--- config.mk ---
export PLATFORM = sky130hd
export DESIGN_NAME = fp_compare_pipe_flat
export DESIGN_NICKNAME = d
export VERILOG_FILES = /design/src/rtl/fp_compare_pipe_if.sv /design/src/rtl/fp_compare_pipe.sv /design/src/flat_wrapper.sv
export SDC_FILE = /design/constraint.sdc
export NUM_CORES = 1
export LEC_CHECK = 0
export CAP_MARGIN = 20
export CORE_ASPECT_RATIO = 1.4
export CORE_MARGIN = 4
export CORE_UTILIZATION = 47
export CTS_CLUSTER_DIAMETER = 40
export CTS_CLUSTER_SIZE = 30
export DETAILED_ROUTE_END_ITERATION = 16
export HOLD_SLACK_MARGIN = 0.15
export PLACE_DENSITY = 0.95
export SETUP_SLACK_MARGIN = 0.2
export SLEW_MARGIN = 0
export SYNTH_ARGS = -nofsm -noshare
export SYNTH_HDL_FRONTEND = slang
export SYNTH_SLANG_ARGS = --single-unit
export TNS_END_PERCENT = 100
--- constraint.sdc ---
create_clock -name clk -period 1.9 [get_ports clk]
set_input_delay 0.285 -clock clk [delete_from_list [all_inputs] [get_ports clk]]
set_output_delay 0.285 -clock clk [all_outputs]
set_load 0.01 [all_outputs]
--- src/rtl/fp_compare_pipe_if.sv ---
// Compare-unit request/result bundle.
// master = FPU issue side, slave = compare unit.
interface fp_compare_pipe_if #(
   parameter int NUM_CC = 8,
   parameter int CC_W   = 3
);
   logic              in_valid;
   logic              in_ready;
   logic [3:0]        in_cond;
   logic              in_double;
   logic [63:0]       in_a;
   logic [63:0]       in_b;
   logic [CC_W-1:0]   in_cc;
   logic              hold;
   logic              flush;
   logic              clr_invalid;
   logic              res_valid;
   logic              res_cond;
   logic [CC_W-1:0]   res_cc;
   logic              res_invalid;
   logic [NUM_CC-1:0] cc_out;
   logic              invalid_sticky;

   modport master (
      output in_valid, in_cond, in_double, in_a, in_b, in_cc,
      output hold, flush, clr_invalid,
      input  in_ready, res_valid, res_cond, res_cc, res_invalid,
      input  cc_out, invalid_sticky
   );

   modport slave (
      input  in_valid, in_cond, in_double, in_a, in_b, in_cc,
      input  hold, flush, clr_invalid,
      output in_ready, res_valid, res_cond, res_cc, res_invalid,
      output cc_out, invalid_sticky
   );
endinterface

--- src/rtl/fp_compare_pipe.sv ---
// Two-stage IEEE-754 compare (c.cond.fmt) with FP condition-code bank
// and sticky invalid flag.
module fp_compare_pipe #(
   parameter int NUM_CC = 8,
   parameter int CC_W   = (NUM_CC > 1) ? $clog2(NUM_CC) : 1
) (
   input logic              clk,
   input logic              reset_n,
   fp_compare_pipe_if.slave bus
);
   logic        w_dbl;
   logic        w_accept;
   logic [62:0] w_a_mag;
   logic [62:0] w_b_mag;
   logic        w_a_sgn;
   logic        w_b_sgn;
   logic        w_a_eones;
   logic        w_b_eones;
   logic        w_a_mnz;
   logic        w_b_mnz;
   logic        w_a_mmsb;
   logic        w_b_mmsb;

   assign w_dbl    = bus.in_double;
   assign w_accept = bus.in_valid & bus.in_ready;

   // Single precision ignores the upper word entirely.
   assign w_a_mag   = w_dbl ? bus.in_a[62:0] : {32'd0, bus.in_a[30:0]};
   assign w_b_mag   = w_dbl ? bus.in_b[62:0] : {32'd0, bus.in_b[30:0]};
   assign w_a_sgn   = w_dbl ? bus.in_a[63] : bus.in_a[31];
   assign w_b_sgn   = w_dbl ? bus.in_b[63] : bus.in_b[31];
   assign w_a_eones = w_dbl ? &bus.in_a[62:52] : &bus.in_a[30:23];
   assign w_b_eones = w_dbl ? &bus.in_b[62:52] : &bus.in_b[30:23];
   assign w_a_mnz   = w_dbl ? |bus.in_a[51:0] : |bus.in_a[22:0];
   assign w_b_mnz   = w_dbl ? |bus.in_b[51:0] : |bus.in_b[22:0];
   assign w_a_mmsb  = w_dbl ? bus.in_a[51] : bus.in_a[22];
   assign w_b_mmsb  = w_dbl ? bus.in_b[51] : bus.in_b[22];

   logic            r_s1_valid;
   logic            r_a_sgn;
   logic            r_b_sgn;
   logic            r_a_eones;
   logic            r_b_eones;
   logic            r_a_mnz;
   logic            r_b_mnz;
   logic            r_a_mmsb;
   logic            r_b_mmsb;
   logic            r_a_zero;
   logic            r_b_zero;
   logic            r_mag_lt;
   logic            r_mag_eq;
   logic [3:0]      r_s1_cond;
   logic [CC_W-1:0] r_s1_cc;

   always_ff @(posedge clk or negedge reset_n) begin
      if (!reset_n) begin
         r_s1_valid <= 1'b0;
         r_a_sgn    <= 1'b0;
         r_b_sgn    <= 1'b0;
         r_a_eones  <= 1'b0;
         r_b_eones  <= 1'b0;
         r_a_mnz    <= 1'b0;
         r_b_mnz    <= 1'b0;
         r_a_mmsb   <= 1'b0;
         r_b_mmsb   <= 1'b0;
         r_a_zero   <= 1'b0;
         r_b_zero   <= 1'b0;
         r_mag_lt   <= 1'b0;
         r_mag_eq   <= 1'b0;
         r_s1_cond  <= 4'd0;
         r_s1_cc    <= '0;
      end else if (bus.flush) begin
         r_s1_valid <= 1'b0;
      end else if (!bus.hold) begin
         r_s1_valid <= w_accept;
         if (w_accept) begin
            r_a_sgn   <= w_a_sgn;
            r_b_sgn   <= w_b_sgn;
            r_a_eones <= w_a_eones;
            r_b_eones <= w_b_eones;
            r_a_mnz   <= w_a_mnz;
            r_b_mnz   <= w_b_mnz;
            r_a_mmsb  <= w_a_mmsb;
            r_b_mmsb  <= w_b_mmsb;
            r_a_zero  <= (w_a_mag == 63'd0);
            r_b_zero  <= (w_b_mag == 63'd0);
            r_mag_lt  <= (w_a_mag < w_b_mag);
            r_mag_eq  <= (w_a_mag == w_b_mag);
            r_s1_cond <= bus.in_cond;
            r_s1_cc   <= bus.in_cc;
         end
      end
   end

   logic w_a_nan;
   logic w_b_nan;
   logic w_a_snan;
   logic w_b_snan;
   logic w_un;
   logic w_eq;
   logic w_lt_raw;
   logic w_lt;
   logic w_res_cond;
   logic w_res_inv;

   assign w_a_nan  = r_a_eones & r_a_mnz;
   assign w_b_nan  = r_b_eones & r_b_mnz;
   assign w_a_snan = w_a_nan & ~r_a_mmsb;
   assign w_b_snan = w_b_nan & ~r_b_mmsb;
   assign w_un     = w_a_nan | w_b_nan;
   // +0 and -0 compare equal despite differing sign bits.
   assign w_eq     = ~w_un & ((r_mag_eq & (r_a_sgn == r_b_sgn))
                             | (r_a_zero & r_b_zero));

   always_comb begin
      w_lt_raw = 1'b0;
      if (r_a_sgn != r_b_sgn)
         w_lt_raw = r_a_sgn;
      else if (!r_a_sgn)
         w_lt_raw = r_mag_lt;
      else
         w_lt_raw = ~r_mag_lt & ~r_mag_eq;
   end

   assign w_lt       = ~w_un & ~w_eq & w_lt_raw;
   assign w_res_cond = (r_s1_cond[2] & w_lt) | (r_s1_cond[1] & w_eq)
                     | (r_s1_cond[0] & w_un);
   assign w_res_inv  = w_a_snan | w_b_snan | (r_s1_cond[3] & w_un);

   logic            r_s2_valid;
   logic            r_res_cond;
   logic            r_res_inv;
   logic [CC_W-1:0] r_res_cc;

   always_ff @(posedge clk or negedge reset_n) begin
      if (!reset_n) begin
         r_s2_valid <= 1'b0;
         r_res_cond <= 1'b0;
         r_res_inv  <= 1'b0;
         r_res_cc   <= '0;
      end else if (bus.flush) begin
         r_s2_valid <= 1'b0;
      end else if (!bus.hold) begin
         r_s2_valid <= r_s1_valid;
         if (r_s1_valid) begin
            r_res_cond <= w_res_cond;
            r_res_inv  <= w_res_inv;
            r_res_cc   <= r_s1_cc;
         end
      end
   end

   logic              w_commit;
   logic [NUM_CC-1:0] r_cc;
   logic              r_sticky;

   assign w_commit = r_s2_valid & ~bus.hold & ~bus.flush;

   // Indices past NUM_CC match no bit and so write nothing.
   always_ff @(posedge clk or negedge reset_n) begin
      if (!reset_n) begin
         r_cc     <= '0;
         r_sticky <= 1'b0;
      end else begin
         for (int i = 0; i < NUM_CC; i++)
            if (w_commit && (r_res_cc == CC_W'(i)))
               r_cc[i] <= r_res_cond;
         if (bus.clr_invalid)
            r_sticky <= 1'b0;
         else if (w_commit && r_res_inv)
            r_sticky <= 1'b1;
      end
   end

   assign bus.in_ready       = reset_n & ~bus.hold & ~bus.flush;
   assign bus.res_valid      = r_s2_valid;
   assign bus.res_cond       = r_res_cond;
   assign bus.res_cc         = r_res_cc;
   assign bus.res_invalid    = r_res_inv;
   assign bus.cc_out         = r_cc;
   assign bus.invalid_sticky = r_sticky;
endmodule

--- src/flat_wrapper.sv ---
// flat-port wrapper written by rule: the top's interface ports become plain ports
module fp_compare_pipe_flat 
#(
   parameter int NUM_CC = 8,
   parameter int CC_W   = (NUM_CC > 1) ? $clog2(NUM_CC) : 1
)
  (clk, reset_n, bus_in_valid, bus_in_cond, bus_in_double, bus_in_a, bus_in_b, bus_in_cc, bus_hold, bus_flush, bus_clr_invalid, bus_in_ready, bus_res_valid, bus_res_cond, bus_res_cc, bus_res_invalid, bus_cc_out, bus_invalid_sticky);
  fp_compare_pipe_if #(.NUM_CC(NUM_CC), .CC_W(CC_W)) bus_i ();
  input logic clk;
  input logic reset_n;
  input wire logic [$bits(bus_i.in_valid)-1:0] bus_in_valid;
  input wire logic [$bits(bus_i.in_cond)-1:0] bus_in_cond;
  input wire logic [$bits(bus_i.in_double)-1:0] bus_in_double;
  input wire logic [$bits(bus_i.in_a)-1:0] bus_in_a;
  input wire logic [$bits(bus_i.in_b)-1:0] bus_in_b;
  input wire logic [$bits(bus_i.in_cc)-1:0] bus_in_cc;
  input wire logic [$bits(bus_i.hold)-1:0] bus_hold;
  input wire logic [$bits(bus_i.flush)-1:0] bus_flush;
  input wire logic [$bits(bus_i.clr_invalid)-1:0] bus_clr_invalid;
  output wire logic [$bits(bus_i.in_ready)-1:0] bus_in_ready;
  output wire logic [$bits(bus_i.res_valid)-1:0] bus_res_valid;
  output wire logic [$bits(bus_i.res_cond)-1:0] bus_res_cond;
  output wire logic [$bits(bus_i.res_cc)-1:0] bus_res_cc;
  output wire logic [$bits(bus_i.res_invalid)-1:0] bus_res_invalid;
  output wire logic [$bits(bus_i.cc_out)-1:0] bus_cc_out;
  output wire logic [$bits(bus_i.invalid_sticky)-1:0] bus_invalid_sticky;
  assign bus_i.in_valid = bus_in_valid;
  assign bus_i.in_cond = bus_in_cond;
  assign bus_i.in_double = bus_in_double;
  assign bus_i.in_a = bus_in_a;
  assign bus_i.in_b = bus_in_b;
  assign bus_i.in_cc = bus_in_cc;
  assign bus_i.hold = bus_hold;
  assign bus_i.flush = bus_flush;
  assign bus_i.clr_invalid = bus_clr_invalid;
  assign bus_in_ready = bus_i.in_ready;
  assign bus_res_valid = bus_i.res_valid;
  assign bus_res_cond = bus_i.res_cond;
  assign bus_res_cc = bus_i.res_cc;
  assign bus_res_invalid = bus_i.res_invalid;
  assign bus_cc_out = bus_i.cc_out;
  assign bus_invalid_sticky = bus_i.invalid_sticky;
  fp_compare_pipe #(.NUM_CC(NUM_CC), .CC_W(CC_W)) u_core (.clk(clk), .reset_n(reset_n), .bus(bus_i));
endmodule
==> results_dict.tcl, run 1 <==
set metrics [dict create \
    status "did not finish" \
    stop_stage "5_1_grt" \
    first-error "[ERROR GRT-0232] Routing congestion too high. Check the congestion heatmap in the GUI." \
    synth_area_leaders "dfrtp_1 24%, ha_1 22%, nand2_1 8.6%, and2_1 5.5%, nor4_1 5.0%" \
    dp_cells 785 \
    avgSynthCellArea_um2 7.78 \
    numCtsBuffers 5 \
    hpwl_um 12300 \
    synth_fp_nets 670 \
    synth_edf_count 0 \
    cts.path.max_buffers 2 \
    async_reset_ff_share_pct 100 \
    post_synth_num_cell_types 36 \
    synth_ff_type "dfrtp_1" \
    grt_usage_pct 69.7 \
    rows 37 \
    chipHeight_um 112 \
    grt_max_degree 36 \
    start_util_pct 48.8 \
    clock_sinks 35 \
    placed_area_um2 5930 \
    port_buffers 157 \
    repair-timing-grt-worst-ep "u_core.r_mag_lt$_DFFE_PN0P_/D" \
    synth-seq-cells 35 \
    worst-ep-kind "register data pin" \
    synth_top_area_share_pct 24.2 \
    syn_inst 465 \
    htreeDepth 2 \
    synth_warnings 0 \
    root_buffer "clkbuf_8" \
    yosys.area.top_type "dfrtp_1" \
    ys_seq_area_share_pct 24.2 \
    syn_area_um2 3620 \
    fp.dieW_um 82.1 \
    place.gp.congestion 0.968 \
    grt-ovfl-total 33 \
    cts_hold_buf 0 \
    ios 158 \
]
[cells by family after synthesis]
group / synth area share, %
AOI/OAI and AO/OA: 13.0
xor gates and xnor gates: 0.242
adders and majority gates: 21.8
buffers and inverters: 4.57
DFF: 24.2
muxes: 4.25
and+or+nand+nor: 31.9
[routing by layer]
layer	overflow	GRT usage, %
met5	0	6.47
met1	0	67.3
met2	20	86.1
met4	13	73.3
met3	0	55.2
[Yosys cell counts, types with 2 or more instances]
| cell type | count |
|---|---|
| mux2i_1 | 3 |
| nor2b_1 | 3 |
| and3_1 | 2 |
| a31oi_1 | 4 |
| nand4_1 | 28 |
| o21ai_0 | 12 |
| mux2_2 | 11 |
| a21o_1 | 8 |
| dfrtp_1 | 35 |
| and2_1 | 32 |
| inv_1 | 33 |
| nor2_1 | 21 |
| a21oi_1 | 31 |
| clkbuf_1 | 11 |
| or4_1 | 2 |
| o31ai_1 | 4 |
| a22o_1 | 2 |
| nor3_1 | 11 |
| nor4_1 | 29 |
| ha_1 | 63 |
| a211oi_1 | 3 |
| o211ai_1 | 2 |
| a21boi_0 | 4 |
| nand3_1 | 17 |
| nand2_1 | 83 |
[per-stage QoR]
| stage | setup WS [ns] | hold slack (ns) | setup TNS, ns |
|---|---|---|---|
| after global placement | -0.526 | 0.454 | -1.56 |
| after floorplan | -0.0323 | -0.0106 | -0.0323 |
| after detailed placement | -0.607 | 0.457 | -2.05 |
| after CTS | 0.0463 | 0.472 | 0 |
[repair_timing]
item,in CTS
setup endpoints to repair,8
gates cloned,2
setup buffers,13
pin swaps,64
gates resized for setup,161
==> run 2, diff against run 1 <==
Settings changed: CORE_ASPECT_RATIO 1.4 to unset, CORE_UTILIZATION 47 to 40, CTS_CLUSTER_DIAMETER 40 to unset, CTS_CLUSTER_SIZE 30 to unset, HOLD_SLACK_MARGIN 0.15 to unset, PLACE_DENSITY 0.95 to unset, PLACE_DENSITY_LB_ADDON set to 0.15, SETUP_SLACK_MARGIN 0.2 to unset.
==> run 2 against run 1 <==
  * The flow now finishes, with violations (setup timing)
  * Synthesized cell count did not move
  * Area after synthesis did not move
==> results_dict.tcl, run 2 <==
set metrics [dict create \
    crit_path_end_kind "register" \
    rsz0062_at_grt "true" \
    seq_area_um2 876 \
    synth_commonest_cells "83 x nand2_1, 63 x ha_1, 35 x dfrtp_1" \
    tns_ns -0.00244 \
    min_from "bus_in_b[51]" \
    viasPerCell 5.45 \
    num_vias 4554 \
    required_ns 2.09 \
    rows 34 \
    die_area_um2 10600 \
    hold_path.class "input port to register" \
    hpwl_um 10500 \
    cts.path.max_buffers 2 \
    synth_warnings 0 \
    fillers 591 \
    antenna_found_initial 3 \
    cts_tree "done" \
    worstSetupPathType "input port to register" \
    seqPwrFrac_pct 31.1 \
    synth_ff_type "dfrtp_1" \
    grt_pass1_wl_um 19500 \
    p_comb_share_pct 45.3 \
    synth_fp_nets 670 \
    insertion_delay_ns 0.29 \
    grt_max_degree 37 \
    period_share_pct 100 \
    grt_pass1_vias 4421 \
    syn_inst 465 \
    post-route-min-period_ns 1.90 \
    drive_gt1_share_pct 30.7 \
    cp.buffers_inverters 2 \
    intPower_w 0.00200 \
    net-switching-power_w 0.000903 \
    synth_edf_count 0 \
    r2r-end "u_core.bus.res_cond" \
    yosys.area.top_type "dfrtp_1" \
    worstHoldPathCells 4 \
    failed_checks "setup timing" \
    routed_wl_um 14000 \
    start_util_pct 41.3 \
    root_buffer "clkbuf_8" \
    yosysMostFrequentCell "nand2_1" \
    p_leak_nw 3.61 \
    final_common_cell "buf_4" \
    final_cell_mix "93 x buf_4, 77 x nand2_1, 61 x dlymetal6s2s_1, 55 x clkdlybuf4s50_1" \
    hold_violations 0 \
    slowest_delay_ns 0.36 \
    fp.dieW_um 103 \
    post_synth_num_cell_types 36 \
    fin_nets 926 \
    report.final.slew_viol_count 0 \
    largest_reg_flops 8 \
    start_kind "input port" \
    status "finished with violations" \
    drt_iter0_drc 126 \
    port_buffers 157 \
    avgSynthCellArea_um2 7.78 \
    place.gp.congestion 0.874 \
    cap_violations 0 \
    ys_seq_area_share_pct 24.2 \
    synth-seq-cells 35 \
    clkPwrFrac_pct 23.6 \
    worst-r2r-setup-slack_ns 0.56 \
    multi_input_comb_area_um2 3210 \
    areaGrowthSynthToFinish_pct 94.9 \
    clock_skew_ns 0.00253 \
    critPathSlowestCell "o41ai_2" \
    ios 158 \
    numCtsBuffers 5 \
    cts_hold_buf 0 \
    r2r_start "u_core.r_b_sgn" \
    drc 0 \
    worst_slack_ns -0.00244 \
    grt_usage_pct 22.9 \
    syn_area_um2 3620 \
    chipHeight_um 103 \
    utilization_pct 80.5 \
    async_reset_ff_share_pct 100 \
    ir_drop_v 0.000303 \
    worst_pin_slew_ns 0.434 \
    crit_family "compound AO/OA/AOI/OAI gates" \
    avgRoutedWirePerCell_um 16.8 \
    min_to "u_core.r_b_mmsb" \
    r2r_cells 5 \
    clock_sinks 35 \
    synth_top_area_share_pct 24.2 \
    relSlewSlack_pct 71.1 \
    synth_area_leaders "dfrtp_1 24%, ha_1 22%, nand2_1 8.6%, and2_1 5.5%, nor4_1 5.0%" \
    crit_fanout 2 \
    htreeDepth 2 \
    fmax_ghz 0.526 \
    critical_path_arrival_ns 2.09 \
    power.density_nw_per_um2 412 \
    grt-ovfl-total 0 \
    first_pass_iters 4 \
    ant_nets 0 \
    worstPathCellList "dlygate4sd2_1 -> inv_1 -> ha_1 -> nand3b_1 -> a21oi_2 -> o31a_1 -> o41ai_2 -> a31oi_1 -> o31ai_1" \
    finalSetupViolCount 1 \
    core_area_um2 8760 \
    switching_share_pct 31.1 \
    clkTransAtPathRegs_ns 0.07 \
]
## run 2: cell counts after synthesis
No cell type changed its count.
## run 2: power groups by stage
stage	clock network (W)	logic, W	registers (W)
after floorplan	0	0.000448	0.000920
after detailed placement	0	0.00113	0.000914
final	0.000686	0.00132	0.000905
after CTS	0.000699	0.00116	0.000902
after global routing	0.000739	0.00144	0.000916
after global placement	0	0.00109	0.000911
## run 2: kinds of logic (layout without fill, tap and decap cells)
family                   Yosys count  in the layout  synth area share, %
other                              0              5                    0
AO/OA/AOI/OAI                     77             77                 13.0
flip-flops                        35             35                 24.2
AND/OR/NAND/NOR                  231            231                 31.9
adder cells (fa/ha/maj)           63             63                 21.8
XOR/XNOR                           1              1                0.242
buffers and inverters             44            301                 4.57
multiplexers                      14             14                 4.25
## run 2: how the worst max path moves through the flow
| stage | from | to | slack (ns) | cells past startpoint |
|---|---|---|---|---|
| global placement | bus_in_b[4] | u_core.r_mag_lt | -0.53 | 9 |
| finish | bus_in_b[1] | u_core.r_mag_lt | -0.002 | 9 |
| CTS | bus_in_a[55] | u_core.r_mag_lt | -0.005 | 9 |
| global route | bus_in_b[6] | u_core.r_mag_lt | -0.05 | 9 |
| floorplan | bus_in_double | u_core.r_mag_lt | -0.03 | 9 |
| detailed placement | bus_in_b[4] | u_core.r_mag_lt | -0.68 | 9 |
## run 2: routing by layer
metal | vias up | wire [µm] | track usage (%)
li1 | 2214 | - | -
met1 | 2125 | 5200 | 25.7
met2 | 171 | 7520 | 43.2
met3 | 44 | 816 | 4.19
met4 | 0 | 496 | 7.97
met5 | - | 0 | 0
## run 2: worst reg2reg max path, stage by stage (launching register included)
cell and delay [ns]:
dfrtp_1 0.42, xnor2_1 0.14, a22o_1 0.19, o211ai_1 0.17, o21ai_0 0.17, o21ai_0 0.17
## run 2: repair_timing
action,4_1_cts,5_1_grt
hold endpoints to repair,0,0
pin swaps,42,45
endpoints found under the setup margin,4,6
buffers inserted,4,9
cloned,0,3
gates resized for setup,66,146
## run 2: metrics by stage
step	hold slack (ns)	power, W	cell area [µm²]	std cells	setup slack (ns)
floorplan	-0.0106	0.00137	3770	465	-0.0323
global placement	0.455	0.00200	6030	806	-0.530
detailed placement	0.467	0.00204	6030	806	-0.680
CTS	0.481	0.00276	6310	818	-0.00522
global route	0.460	0.00309	7050	833	-0.0474
finish	0.439	0.00291	7050	835	-0.00244
## run 2: area by class of cell
| class | instances | share of cell area (%) |
|---|---|---|
| well taps | 108 | 1.92 |
| clock buffers | 6 | 1.17 |
| multi-input cells | 386 | 45.5 |
| repair buffers | 260 | 36.5 |
| flip-flops and latches | 35 | 12.4 |
| diodes | 5 | 0.177 |
| inverters | 33 | 1.76 |
| clock inverters | 2 | 0.497 |
(Power assumes the default switching activity.)
